## src/rtl/qed_pkg.sv

```systemverilog
// Shared types, opcode constants and the register-field remapping used by the SQED sequencer.
package qed_pkg;

    typedef enum logic [1:0] {
        ORIG   = 2'd0,
        DUP    = 2'd1,
        DRAIN  = 2'd2,
        COMMIT = 2'd3
    } sif_state_e;

    localparam logic [6:0]  OP_R      = 7'b0110011;
    localparam logic [6:0]  OP_IALU   = 7'b0010011;
    localparam logic [6:0]  OP_LUI    = 7'b0110111;
    localparam logic [31:0] NOP_INSTR = 32'h00000013;

    // x0 must stay x0 in the duplicate half so hard-wired zero semantics match.
    function automatic logic [4:0] map_field(input logic [4:0] f, input logic dup);
        logic [4:0] r;
        if (dup)
            r = (f == 5'd0) ? f : (f | 5'h10);
        else
            r = f & 5'h0f;
        return r;
    endfunction

    function automatic logic [31:0] map_regs(input logic [31:0] instr, input logic dup);
        logic [31:0] r;
        r = instr;
        case (instr[6:0])
            OP_R: begin
                r[11:7]  = map_field(instr[11:7], dup);
                r[19:15] = map_field(instr[19:15], dup);
                r[24:20] = map_field(instr[24:20], dup);
            end
            OP_IALU: begin
                r[11:7]  = map_field(instr[11:7], dup);
                r[19:15] = map_field(instr[19:15], dup);
            end
            OP_LUI: begin
                r[11:7]  = map_field(instr[11:7], dup);
            end
            default: r = NOP_INSTR;
        endcase
        return r;
    endfunction

endpackage

```

## src/rtl/qed_icache.sv

```systemverilog
// Instruction cache for the SQED sequencer: originals are pushed at the tail, replayed from the head.
module qed_icache #(
    parameter  int DEPTH = 16,
    localparam int AW    = $clog2(DEPTH),
    localparam int CW    = AW + 1
) (
    input  logic        clk,
    input  logic        rst,
    input  logic        push,
    input  logic [31:0] push_data,
    input  logic        pop,
    input  logic        clear,
    output logic [31:0] head_data,
    output logic        full,
    output logic        empty
);

    logic [31:0]   i_cache [DEPTH];
    logic [AW-1:0] address_head;
    logic [AW-1:0] address_tail;
    logic [CW-1:0] count_reg;

    // Contents are reset so the formal harness starts from a known cache image.
    always_ff @(posedge clk or posedge rst) begin
        if (rst) begin
            for (int i = 0; i < DEPTH; i++)
                i_cache[i] <= '0;
        end else if (push) begin
            i_cache[address_tail] <= push_data;
        end
    end

    always_ff @(posedge clk or posedge rst) begin
        if (rst) begin
            address_head <= '0;
            address_tail <= '0;
            count_reg    <= '0;
        end else if (clear) begin
            address_head <= '0;
            address_tail <= '0;
            count_reg    <= '0;
        end else begin
            if (push)
                address_tail <= address_tail + AW'(1);
            if (pop)
                address_head <= address_head + AW'(1);
            case ({push, pop})
                2'b10:   count_reg <= count_reg + CW'(1);
                2'b01:   count_reg <= count_reg - CW'(1);
                default: count_reg <= count_reg;
            endcase
        end
    end

    assign head_data = i_cache[address_head];
    assign full      = (count_reg == CW'(DEPTH));
    assign empty     = (count_reg == '0);

endmodule

```

## src/rtl/qed_dup_sequencer.sv

```systemverilog
// SQED instruction sequencer: ORIG pass-through, DUP replay on x16-x31, DRAIN, one-cycle COMMIT.
// Optional macro QED_EXE_DUP_EN adds the exe_dup port so the epoch length becomes symbolic.
module qed_dup_sequencer
    import qed_pkg::*;
#(
    parameter  int DEPTH        = 16,
    parameter  int DRAIN_CYCLES = 5,
    localparam int CW           = $clog2(DEPTH) + 1
) (
    input  logic          clk,
    input  logic          rst,
    input  logic [31:0]   ifu_instr,
    input  logic          ifu_valid,
    output logic          ifu_ready,
    input  logic          pipe_ready,
    output logic [31:0]   qed_instr,
    output logic          qed_valid,
    output logic [CW-1:0] qed_num_orig,
    output logic [CW-1:0] qed_num_dup,
    output logic [1:0]    sif_state,
    output logic          sif_commit,
`ifdef QED_EXE_DUP_EN
    output logic          qed_check_valid,
    input  logic          exe_dup
`else
    output logic          qed_check_valid
`endif
);

    localparam int DW = $clog2(DRAIN_CYCLES + 1);

    sif_state_e    state_reg;
    logic [CW-1:0] num_orig_reg;
    logic [CW-1:0] num_dup_reg;
    logic [DW-1:0] drain_reg;

    logic          dup_trigger;
    logic          orig_fire;
    logic          dup_fire;
    logic          cache_full;
    logic          cache_empty;
    logic [31:0]   cache_head;

`ifdef QED_EXE_DUP_EN
    assign dup_trigger = cache_full || (exe_dup && (num_orig_reg != '0));
`else
    assign dup_trigger = cache_full;
`endif

    assign orig_fire = (state_reg == ORIG) && !dup_trigger && ifu_valid && pipe_ready;
    assign dup_fire  = (state_reg == DUP) && pipe_ready && !cache_empty;

    qed_icache #(.DEPTH(DEPTH)) qic (
        .clk       (clk),
        .rst       (rst),
        .push      (orig_fire),
        .push_data (map_regs(ifu_instr, 1'b0)),
        .pop       (dup_fire),
        .clear     (state_reg == COMMIT),
        .head_data (cache_head),
        .full      (cache_full),
        .empty     (cache_empty)
    );

    // COMMIT and the ORIG->DUP switch offer nothing to the core, so they do not wait on pipe_ready.
    always_ff @(posedge clk or posedge rst) begin
        if (rst) begin
            state_reg    <= ORIG;
            num_orig_reg <= '0;
            num_dup_reg  <= '0;
            drain_reg    <= '0;
        end else begin
            case (state_reg)
                ORIG: begin
                    if (dup_trigger)
                        state_reg <= DUP;
                    else if (orig_fire)
                        num_orig_reg <= num_orig_reg + CW'(1);
                end
                DUP: begin
                    if (dup_fire) begin
                        num_dup_reg <= num_dup_reg + CW'(1);
                        if (num_dup_reg + CW'(1) == num_orig_reg) begin
                            state_reg <= DRAIN;
                            drain_reg <= '0;
                        end
                    end
                end
                DRAIN: begin
                    if (pipe_ready) begin
                        if (drain_reg == DW'(DRAIN_CYCLES - 1))
                            state_reg <= COMMIT;
                        else
                            drain_reg <= drain_reg + DW'(1);
                    end
                end
                COMMIT: begin
                    state_reg    <= ORIG;
                    num_orig_reg <= '0;
                    num_dup_reg  <= '0;
                    drain_reg    <= '0;
                end
                default: state_reg <= ORIG;
            endcase
        end
    end

    always_comb begin
        ifu_ready       = 1'b0;
        qed_valid       = 1'b0;
        qed_instr       = NOP_INSTR;
        sif_commit      = 1'b0;
        qed_check_valid = 1'b0;
        if (!rst) begin
            case (state_reg)
                ORIG: begin
                    if (!dup_trigger) begin
                        ifu_ready = pipe_ready;
                        qed_valid = ifu_valid;
                        qed_instr = map_regs(ifu_instr, 1'b0);
                    end
                end
                DUP: begin
                    qed_valid = !cache_empty;
                    qed_instr = map_regs(cache_head, 1'b1);
                end
                DRAIN: begin
                    qed_valid = 1'b1;
                end
                COMMIT: begin
                    sif_commit      = 1'b1;
                    qed_check_valid = (num_orig_reg == num_dup_reg) && (num_orig_reg != '0);
                end
                default: ;
            endcase
        end
    end

    assign qed_num_orig = num_orig_reg;
    assign qed_num_dup  = num_dup_reg;
    assign sif_state    = state_reg;

endmodule

```

## config.mk

```make
export PLATFORM = sky130hd
export DESIGN_NAME = qed_dup_sequencer
export DESIGN_NICKNAME = d
export VERILOG_FILES = /design/src/rtl/qed_pkg.sv /design/src/rtl/qed_icache.sv /design/src/rtl/qed_dup_sequencer.sv
export SDC_FILE = /design/constraint.sdc
export NUM_CORES = 1
export LEC_CHECK = 0
export ABC_CLOCK_PERIOD_IN_PS = 27800
export CAP_MARGIN = 20
export CORE_MARGIN = 3
export CORE_UTILIZATION = 50
export DETAILED_ROUTE_END_ITERATION = 7
export PLACE_DENSITY = 0.67
export SETUP_SLACK_MARGIN = 0.2
export SLEW_MARGIN = 10
export SYNTH_ARGS = -nofsm -noshare
export SYNTH_HDL_FRONTEND = slang
export SYNTH_SLANG_ARGS = --single-unit
```

## constraint.sdc

```tcl
create_clock -name clk -period 27.8 [get_ports clk]
set_clock_uncertainty 0.1 [all_clocks]
set_input_delay 5.56 -clock clk [delete_from_list [all_inputs] [get_ports clk]]
set_output_delay 5.56 -clock clk [all_outputs]
set_load 0.02 [all_outputs]
```

==> results_dict.tcl, run 1 <==
set metrics [dict create \
    crit_start "rst" \
    crit_chain "clkdlybuf4s50_1 -> inv_8 -> nand2_2 -> o22ai_1 -> clkdlybuf4s50_1" \
    path_max_fanout 136 \
    core_area_sq_um 45770 \
    final_core_util_pct 57.67 \
    crit_required_ns 22.14 \
    postCtsHoldBufs 0 \
    clock_latency_ns 0.58 \
    grt_max_degree 164 \
    max_freq_mhz 67.93 \
    clkTransAtPathRegs_ns 0.06 \
    htreeDepth 2 \
    dr.pass1.iters 5 \
    final_common_cell "dfrtp_1" \
    fin_nets 2133 \
    period_needed_ns 14.72 \
    num_rows 78 \
    synth.distinct_cells 57 \
    tightest_slew_ns 1.167 \
    multi_input_area_sq_um 9425 \
    die_w_um 222.4 \
    post_cts_resized 0 \
    netlist_area_sq_um 23420 \
    place.gp.congestion 0.7663 \
    num-fill-cells 3722 \
    ys.warnings.count 0 \
    ys_async_sr_fraction_pct 100.0 \
    drt_iter0_drc 1297 \
    end_kind "output port" \
    synthCells 2089 \
    antenna_found_initial 0 \
    initial_core_util_pct 51.16 \
    hold_violations 0 \
    largest_register_ffs 496 \
    peakVddDrop_uv 43.35 \
    io_pins 84 \
    r2r-start "qic.count_reg[0]" \
    drive_gt1_share_pct 13.90 \
    dp_hpwl_um 34070 \
    setup_tns_ns 0 \
    cts_buffer_depth 3 \
    gr-total-overflow 0 \
    grt_util_all_layers_pct 24.21 \
    drv_cap 0 \
    cp_data_arrival_time_ns 9.06 \
    n_antenna_cell 0 \
    top_register "qic.i_cache" \
    ctsRootBufferMaster "clkbuf_16" \
    die_h_um 222.4 \
    cpPeakStageDelay_ns 0.88 \
    synth-seq-cells 524 \
    ys_seq_area_share_pct 55.99 \
    status "complete, no violations" \
    rsz0062_at_grt "false" \
    grt_pass1_wl_um 93690 \
    start_kind "primary input" \
    setup_viol 0 \
    synthTopCellsByArea "dfrtp_1 56%, mux4_2 12%, o21ai_0 9.2%" \
    final_cell_mix "520 x dfrtp_1, 460 x nand2_1, 430 x o21ai_0, 128 x mux4_2, 77 x clkdlybuf4s50_1" \
    vias_per_cell 5.845 \
    hold_path_class "flop to flop" \
    min_period_over_period_pct 52.95 \
    slew_headroom_pct 22.02 \
    crit_type "primary input to output port" \
    cts_setup_buffers 0 \
    whs_ns 0.3591 \
    numCtsBuffers 54 \
    hp-start "qic.i_cache[420]" \
    ff_latch_area_sq_um 13120 \
    port_buffers 77 \
    pwr_density_cell_nw_per_um2 72.24 \
    tritoncts "built" \
    syn_to_final_growth_pct 12.71 \
    grt_pass1_vias 16280 \
    drtAntennaViolNets 0 \
    postSynthAreaPerCell_sq_um 11.21 \
    leakage_uw 0.01133 \
    drc 0 \
    wire_per_inst_um 21.58 \
    slew_violations 0 \
    clock-sinks 524 \
    synth_edf_count 0 \
    critical-path-slowest-cell "nand2_2" \
    yosys.area.top_type "dfrtp_1" \
    ys.flop_type "dfrtp_1" \
    drt-total-wl_um 58750 \
    die-area_sq_um 49470 \
    dr_total_vias 15910 \
    synth_top_area_share_pct 55.99 \
    crit_top_cell "clkdlybuf4s50_1" \
]
## kinds of logic after synthesis
family	count (synthesis)	share of synthesized area, %
multiplexers	144	13.76
flip-flops	524	55.99
adder cells (fa/ha/maj)	19	1.047
other	2	0.03207
AND/OR/NAND/NOR	637	11.72
buffers and inverters	223	4.146
XOR/XNOR	19	0.7106
AO/OA/AOI/OAI	521	12.59
## layout make-up
type                    count  share of cell area [%]
repair buffers            111                   3.963
multi-input cells        1345                   35.71
clock inverters            18                   1.010
flip-flops and latches    524                   49.72
clock buffers              82                   6.129
inverters                  42                  0.6257
well taps                 600                   2.844
## metrics by stage
stage | cell area, sq um | setup WS (ns) | total power, uW | instances
floorplan | 23430 | 1.536 | 1075 | 2092
global placement | 24490 | 12.99 | 1159 | 2620
detailed placement | 24500 | 13.00 | 1164 | 2621
CTS | 26390 | 13.00 | 1922 | 2721
global route | 26390 | 12.78 | 1984 | 2722
finish | 26390 | 13.08 | 1907 | 2722
## routing by layer
metal,up-vias,GRT usage [%],share of wire [%]
li1,7231,-,-
met1,8103,33.51,43
met2,463,39.65,48
met3,114,3.713,5.8
met4,0,8.265,3.2
met5,-,0,0
## worst max-delay path, delay by kind of cell
kind | cells | cell delay (ns)
AOI/OAI and AO/OA | 1 | 0.62
buffers and inverters | 3 | 1.97
and+or+nand+nor | 1 | 0.88
## cells in the mapped netlist, types with 6 or more instances
library cell    n
buf_2          21
nor2_1         33
o22ai_2        20
ha_1           18
a21oi_1        18
xor2_1          9
and2_1         34
nand2_1       461
nand4_1         6
nor3_1          9
buf_4          10
nand3_1        21
mux4_1         11
clkbuf_1      128
mux4_2        128
inv_1          38
xnor2_1        10
a22o_1         12
nand2b_1       49
dfrtp_1       524
o22ai_1         6
o21ai_0       430
nor2b_1        11
buf_1          15
## report_power, final
group | leakage [uW] | switching [uW] | internal [uW]
Combinational | 0.00317 | 196 | 129
Clock | 0.000904 | 301 | 457
Sequential | 0.00725 | 36.1 | 788
Total | 0.0113 | 533 | 1370
## worst paths after layout
| path | to | slack [ns] | depth (start not counted) |
|---|---|---|---|
| max | qed_instr[30] | 13.08 | 5 |
| max reg2reg | qic.count_reg[4] | 23.93 | 11 |
| max in group asynchronous | qic.i_cache[419] | 17.99 | 6 |
| min in group asynchronous | qed_num_dup[1] | 5.59 | 2 |
| min reg2reg | qic.i_cache[420] | 0.36 | 1 |
| min | qic.i_cache[420] | 0.36 | 1 |
Power figures use the tool's default switching activity.
==> run 2: changes to the inputs <==
Settings changed: ABC_CLOCK_PERIOD_IN_PS 27800 to 12860, PLACE_DENSITY 0.67 to 0.7.
Clock period 27.8 ns to 12.86 ns, I/O delays scaled along.
==> run 2 against run 1 <==
  * Die area unchanged
  * Utilization fell by 0.077 points
  * Count of clock-buffer cells in the layout increased by 1
  * Design area fell by 0.13%
  * Register-to-register slack lost 15 ns
  * Setup slack got worse by 8.7 ns
  * Final cell count barely moved
  * Clock power rose by 100%
  * Critical endpoint is now qed_instr[5]
==> results_dict.tcl, run 2 (synthesized netlist as in run 1, its figures left out) <==
set metrics [dict create \
    status "complete, no violations" \
    drv_cap 0 \
    period_needed_ns 8.496 \
    antenna_found_initial 0 \
    numCtsBuffers 53 \
    final_cell_mix "521 x dfrtp_1, 460 x nand2_1, 430 x o21ai_0, 128 x mux4_2, 77 x clkdlybuf4s50_1" \
    htreeDepth 2 \
    drc 0 \
    die_h_um 222.4 \
    die_w_um 222.4 \
    min_period_over_period_pct 66.06 \
    max_freq_mhz 117.7 \
    place.gp.congestion 0.7546 \
    postCtsHoldBufs 0 \
    hold_path_class "flop to flop" \
    post_cts_resized 0 \
    pwr_density_cell_nw_per_um2 153.0 \
    slew_headroom_pct 26.77 \
    dr_total_vias 16070 \
    tritoncts "built" \
    peakVddDrop_uv 89.24 \
    multi_input_area_sq_um 9425 \
    clkTransAtPathRegs_ns 0.06 \
    leakage_uw 0.01133 \
    setup_viol 0 \
    drtAntennaViolNets 0 \
    crit_chain "clkdlybuf4s50_1 -> clkinvlp_4 -> nand2_2 -> o22ai_1 -> clkdlybuf4s50_1" \
    power_uw 4032 \
    fin_nets 2137 \
    grt_util_all_layers_pct 24.37 \
    num_rows 78 \
    crit_required_ns 10.19 \
    rsz0062_at_grt "false" \
    cp_data_arrival_time_ns 5.82 \
    top_register "qic.i_cache" \
    clock_latency_ns 0.59 \
    crit_family "buffers and inverters" \
    crit_top_cell "clkdlybuf4s50_1" \
    end_kind "output port" \
    die-area_sq_um 49470 \
    start_kind "primary input" \
    final_core_util_pct 57.59 \
    drt_iter0_drc 1379 \
    io_pins 84 \
    layout.cells.non_filler 2721 \
    ff_latch_area_sq_um 13120 \
    grt_pass1_vias 16400 \
    hold_violations 0 \
    syn_to_final_growth_pct 12.56 \
    num-fill-cells 3694 \
    cts_setup_buffers 0 \
    cts_buffer_depth 3 \
    gr-total-overflow 0 \
    core_area_sq_um 45770 \
    drt-total-wl_um 59580 \
    port_buffers 77 \
    largest_register_ffs 496 \
    crit_buf_inv 3 \
    vias_per_cell 5.907 \
    slew_violations 0 \
    wire_per_inst_um 21.90 \
    path_max_fanout 29 \
    dr.pass1.iters 5 \
    crit_type "primary input to output port" \
    place_inst 2622 \
    grt_pass1_wl_um 94260 \
    critical-path-slowest-cell "nand2_2" \
    clock-sinks 524 \
    final_common_cell "dfrtp_1" \
    ctsRootBufferMaster "clkbuf_16" \
    cpPeakStageDelay_ns 1.05 \
    grt_max_degree 98 \
    n_antenna_cell 0 \
    dp_hpwl_um 33050 \
    tightest_slew_ns 1.095 \
    initial_core_util_pct 51.16 \
    drive_gt1_share_pct 13.72 \
]
-- run 2: cell count changes in the layout (fill, tap and decap cells not counted), moves of 2 or more --
cell	before	now
clkinvlp_4	6	1
clkbuf_1	13	15
buf_12	1	3
clkinv_2	3	5
buf_16	0	3
bufinv_16	6	2
-- run 2: path summary, 6_finish.rpt --
check	startpoint	slack [ns]	depth (start not counted)	end
max	rst	4.36	5	qed_instr[5]
min	qic.i_cache[196]	0.35	2	qic.i_cache[196]
max reg2reg	qic.count_reg[0]	9.40	13	qic.count_reg[4]
min reg2reg	qic.i_cache[196]	0.35	2	qic.i_cache[196]
max in group asynchronous	rst	7.49	7	qic.i_cache[353]
min in group asynchronous	rst	2.42	2	qed_num_dup[2]
-- run 2: layout make-up --
class / count / area share (%)
tap: 600 / 2.848
clock inverter: 11 / 0.5269
inverter: 42 / 0.6123
multi-input combinational: 1345 / 35.76
sequential: 524 / 49.78
clock buffer: 83 / 6.071
timing repair buffer: 116 / 4.405
-- run 2: per-stage QoR --
step	setup WS, ns	TNS [ns]	instance area (sq um)	hold WS [ns]
5_1_grt	4.157	0	26360	0.3697
4_1_cts	4.282	0	26240	0.3444
2_1_floorplan	-2.434	-62.95	23440	0.3143
3_3_place_gp	4.303	0	24500	0.3253
3_5_place_dp	4.278	0	24500	0.3312
6_report	4.364	0	26360	0.3480
-- run 2: metal layers --
layer	global-route usage (%)	share of wire [%]	up-vias
met3	4.479	6.6	125
met5	0	0	-
met2	39.23	48	484
met4	8.409	3.2	0
li1	-	-	7234
met1	33.81	42	8231
-- run 2: worst register-to-register path, delay by kind of cell (launching register included) --
kind | cells | cell delay, ns
simple gates | 5 | 1.23
flops | 1 | 0.43
compound gates | 2 | 0.27
xor+xnor | 1 | 0.15
buf+inv | 3 | 0.51
fa+ha+maj | 2 | 0.66
-- run 2: power by group --
group | total (uW) | switching, uW | internal [uW] | leakage [uW]
registers | 1790 | 87.7 | 1700 | 0.00726
logic | 702 | 418 | 284 | 0.00321
clock network | 1540 | 646 | 894 | 0.000857
==> run 3: changes to the inputs <==
Settings changed: ABC_CLOCK_PERIOD_IN_PS 12860 to 7200.
Clock period 12.86 ns to 7.2 ns, I/O delays scaled along.
==> run 3 against run 2 <==
  * Routed wire length is 0.25% lower
  * Worst hold slack gained 0.0021 ns
  * Register-to-register slack worse by 6.1 ns
  * Setup slack worse by 3.5 ns
  * Final cell count grew 0.44%
  * Die area unchanged
  * Design area unchanged
==> results_dict.tcl, run 3 (synthesized netlist as in run 1, its figures left out) <==
set metrics [dict create \
    status "complete, no violations" \
    antenna_found_initial 0 \
    crit_required_ns 5.66 \
    stdcell_area_sq_um 26360 \
    rsz0062_at_grt "false" \
    critical-path-slowest-cell "dfrtp_4" \
    period_needed_ns 6.290 \
    cp_data_arrival_time_ns 4.75 \
    pwr_density_cell_nw_per_um2 272.4 \
    post_cts_resized 0 \
    place.gp.congestion 0.7787 \
    preCtsSetupSlack_ns 1.581 \
    drt-total-wl_um 59430 \
    die_h_um 222.4 \
    die_w_um 222.4 \
    htreeDepth 2 \
    grt_util_all_layers_pct 24.43 \
    reg2reg_depth 11 \
    start_kind "flop" \
    grt_max_degree 207 \
    cpPeakStageDelay_ns 0.96 \
    drv_cap 0 \
    drc 0 \
    slew_violations 0 \
    setup_viol 0 \
    worstHoldEndpoint "qic.i_cache[196]" \
    hold_path_class "flop to flop" \
    ctsRootBufferMaster "clkbuf_16" \
    clock-sinks 524 \
    slew_headroom_pct 24.24 \
    die-area_sq_um 49470 \
    core_area_sq_um 45770 \
    tightest_slew_ns 1.136 \
    drive_gt1_share_pct 14.11 \
    path_max_fanout 52 \
    cts_setup_buffers 0 \
    r2r-start "qic.count_reg[1]" \
    drtAntennaViolNets 0 \
    reg2reg_to "qic.count_reg[4]" \
    dr.pass1.iters 5 \
    final_cell_mix "521 x dfrtp_1, 460 x nand2_1, 430 x o21ai_0, 128 x mux4_2, 77 x clkdlybuf4s50_1" \
    power_uw 7181 \
    numCtsBuffers 54 \
    initial_core_util_pct 51.16 \
    tritoncts "built" \
    top_register "qic.i_cache" \
    gr-total-overflow 0 \
    dpl_cell_area_sq_um 24630 \
    hold_violations 0 \
    min_period_over_period_pct 87.37 \
    rrSetupSlack_ns 3.33 \
    wire_per_inst_um 21.75 \
    cts_buffer_depth 3 \
    crit_type "flop to output port" \
    end_kind "output port" \
    syn_to_final_growth_pct 12.56 \
    postCtsHoldBufs 0 \
    largest_register_ffs 496 \
    port_buffers 77 \
    hp-start "qic.i_cache[196]" \
    vias_per_cell 5.896 \
    drt_iter0_drc 1500 \
    io_pins 84 \
    crit_chain "buf_4 -> mux4_1 -> a221oi_1 -> nand2b_1 -> nand4_4 -> buf_4 -> o22ai_2 -> clkdlybuf4s50_1" \
    fin_nets 2149 \
    peakVddDrop_uv 174.3 \
    num_rows 78 \
    n_antenna_cell 0 \
    dp_hpwl_um 33590 \
    grt_pass1_vias 16570 \
    place_inst 2638 \
    layout.cells.non_filler 2733 \
    crit_top_cell "buf_4" \
    timing.final.ws_setup_ns 0.9096 \
    max_freq_mhz 159.0 \
    clkTransAtPathRegs_ns 0.06 \
    dr_total_vias 16110 \
    worstHoldPathCells 2 \
    clock_latency_ns 0.59 \
    final_common_cell "dfrtp_1" \
    grt_pass1_wl_um 94750 \
    leakage_uw 0.01133 \
]
run 3: metrics by stage:
stage / utilization [%] / hold WS [ns] / TNS (ns)
after floorplan: - / 0.3143 / -924.57
after global placement: 53.81 / 0.3245 / 0
after detailed placement: 53.81 / 0.3342 / 0
after CTS: 57.59 / 0.3500 / 0
after global routing: 57.59 / 0.3768 / 0
final: 57.59 / 0.3501 / 0
run 3: critical path: cells and delay by family, from the launching register on:
family,cells,cell delay [ns]
buffers and inverters,3,1.61
AND/OR/NAND/NOR,2,0.39
AO/OA/AOI/OAI,2,0.76
flip-flops,1,0.96
multiplexers,1,0.38
run 3: worst max path at each step:
stage | slack [ns] | end | cells after the start | from
3_5_place_dp | 1.58 | qed_instr[19] | 9 | ifu_instr[4]
6_report | 0.91 | qed_instr[24] | 8 | qic.address_head[1]
5_1_grt | 0.76 | qed_instr[13] | 8 | qic.address_head[1]
2_1_floorplan | -5.83 | qed_instr[15] | 4 | rst
4_1_cts | 0.94 | qed_instr[19] | 8 | qic.address_head[0]
3_3_place_gp | 1.57 | qed_instr[19] | 9 | ifu_instr[1]
run 3: layout make-up:
| type | count | area [sq um] |
|---|---|---|
| fill | 3697 | 19410 |
| timing repair buffer | 127 | 1171 |
| multi-input combinational | 1345 | 9425 |
| tap | 600 | 750.7 |
| inverter | 42 | 161.4 |
| sequential | 524 | 13120 |
| clock buffer | 83 | 1592 |
| clock inverter | 12 | 137.6 |
run 3: layer usage:
layer	vias to the layer above	part of all wire [%]	global-route usage [%]	wire length [um]
met5	-	0	0	0
met2	526	49	39.97	28830
met4	0	2.9	8.491	1740
met3	106	5.9	3.594	3533
li1	7256	-	-	-
met1	8226	43	33.89	25330
run 3: power by group:
part	internal (uW)	switching (uW)	leakage, uW	total, uW
registers	3040	194	0.00726	3230
clock network	1590	1140	0.000843	2730
logic	509	705	0.00323	1210
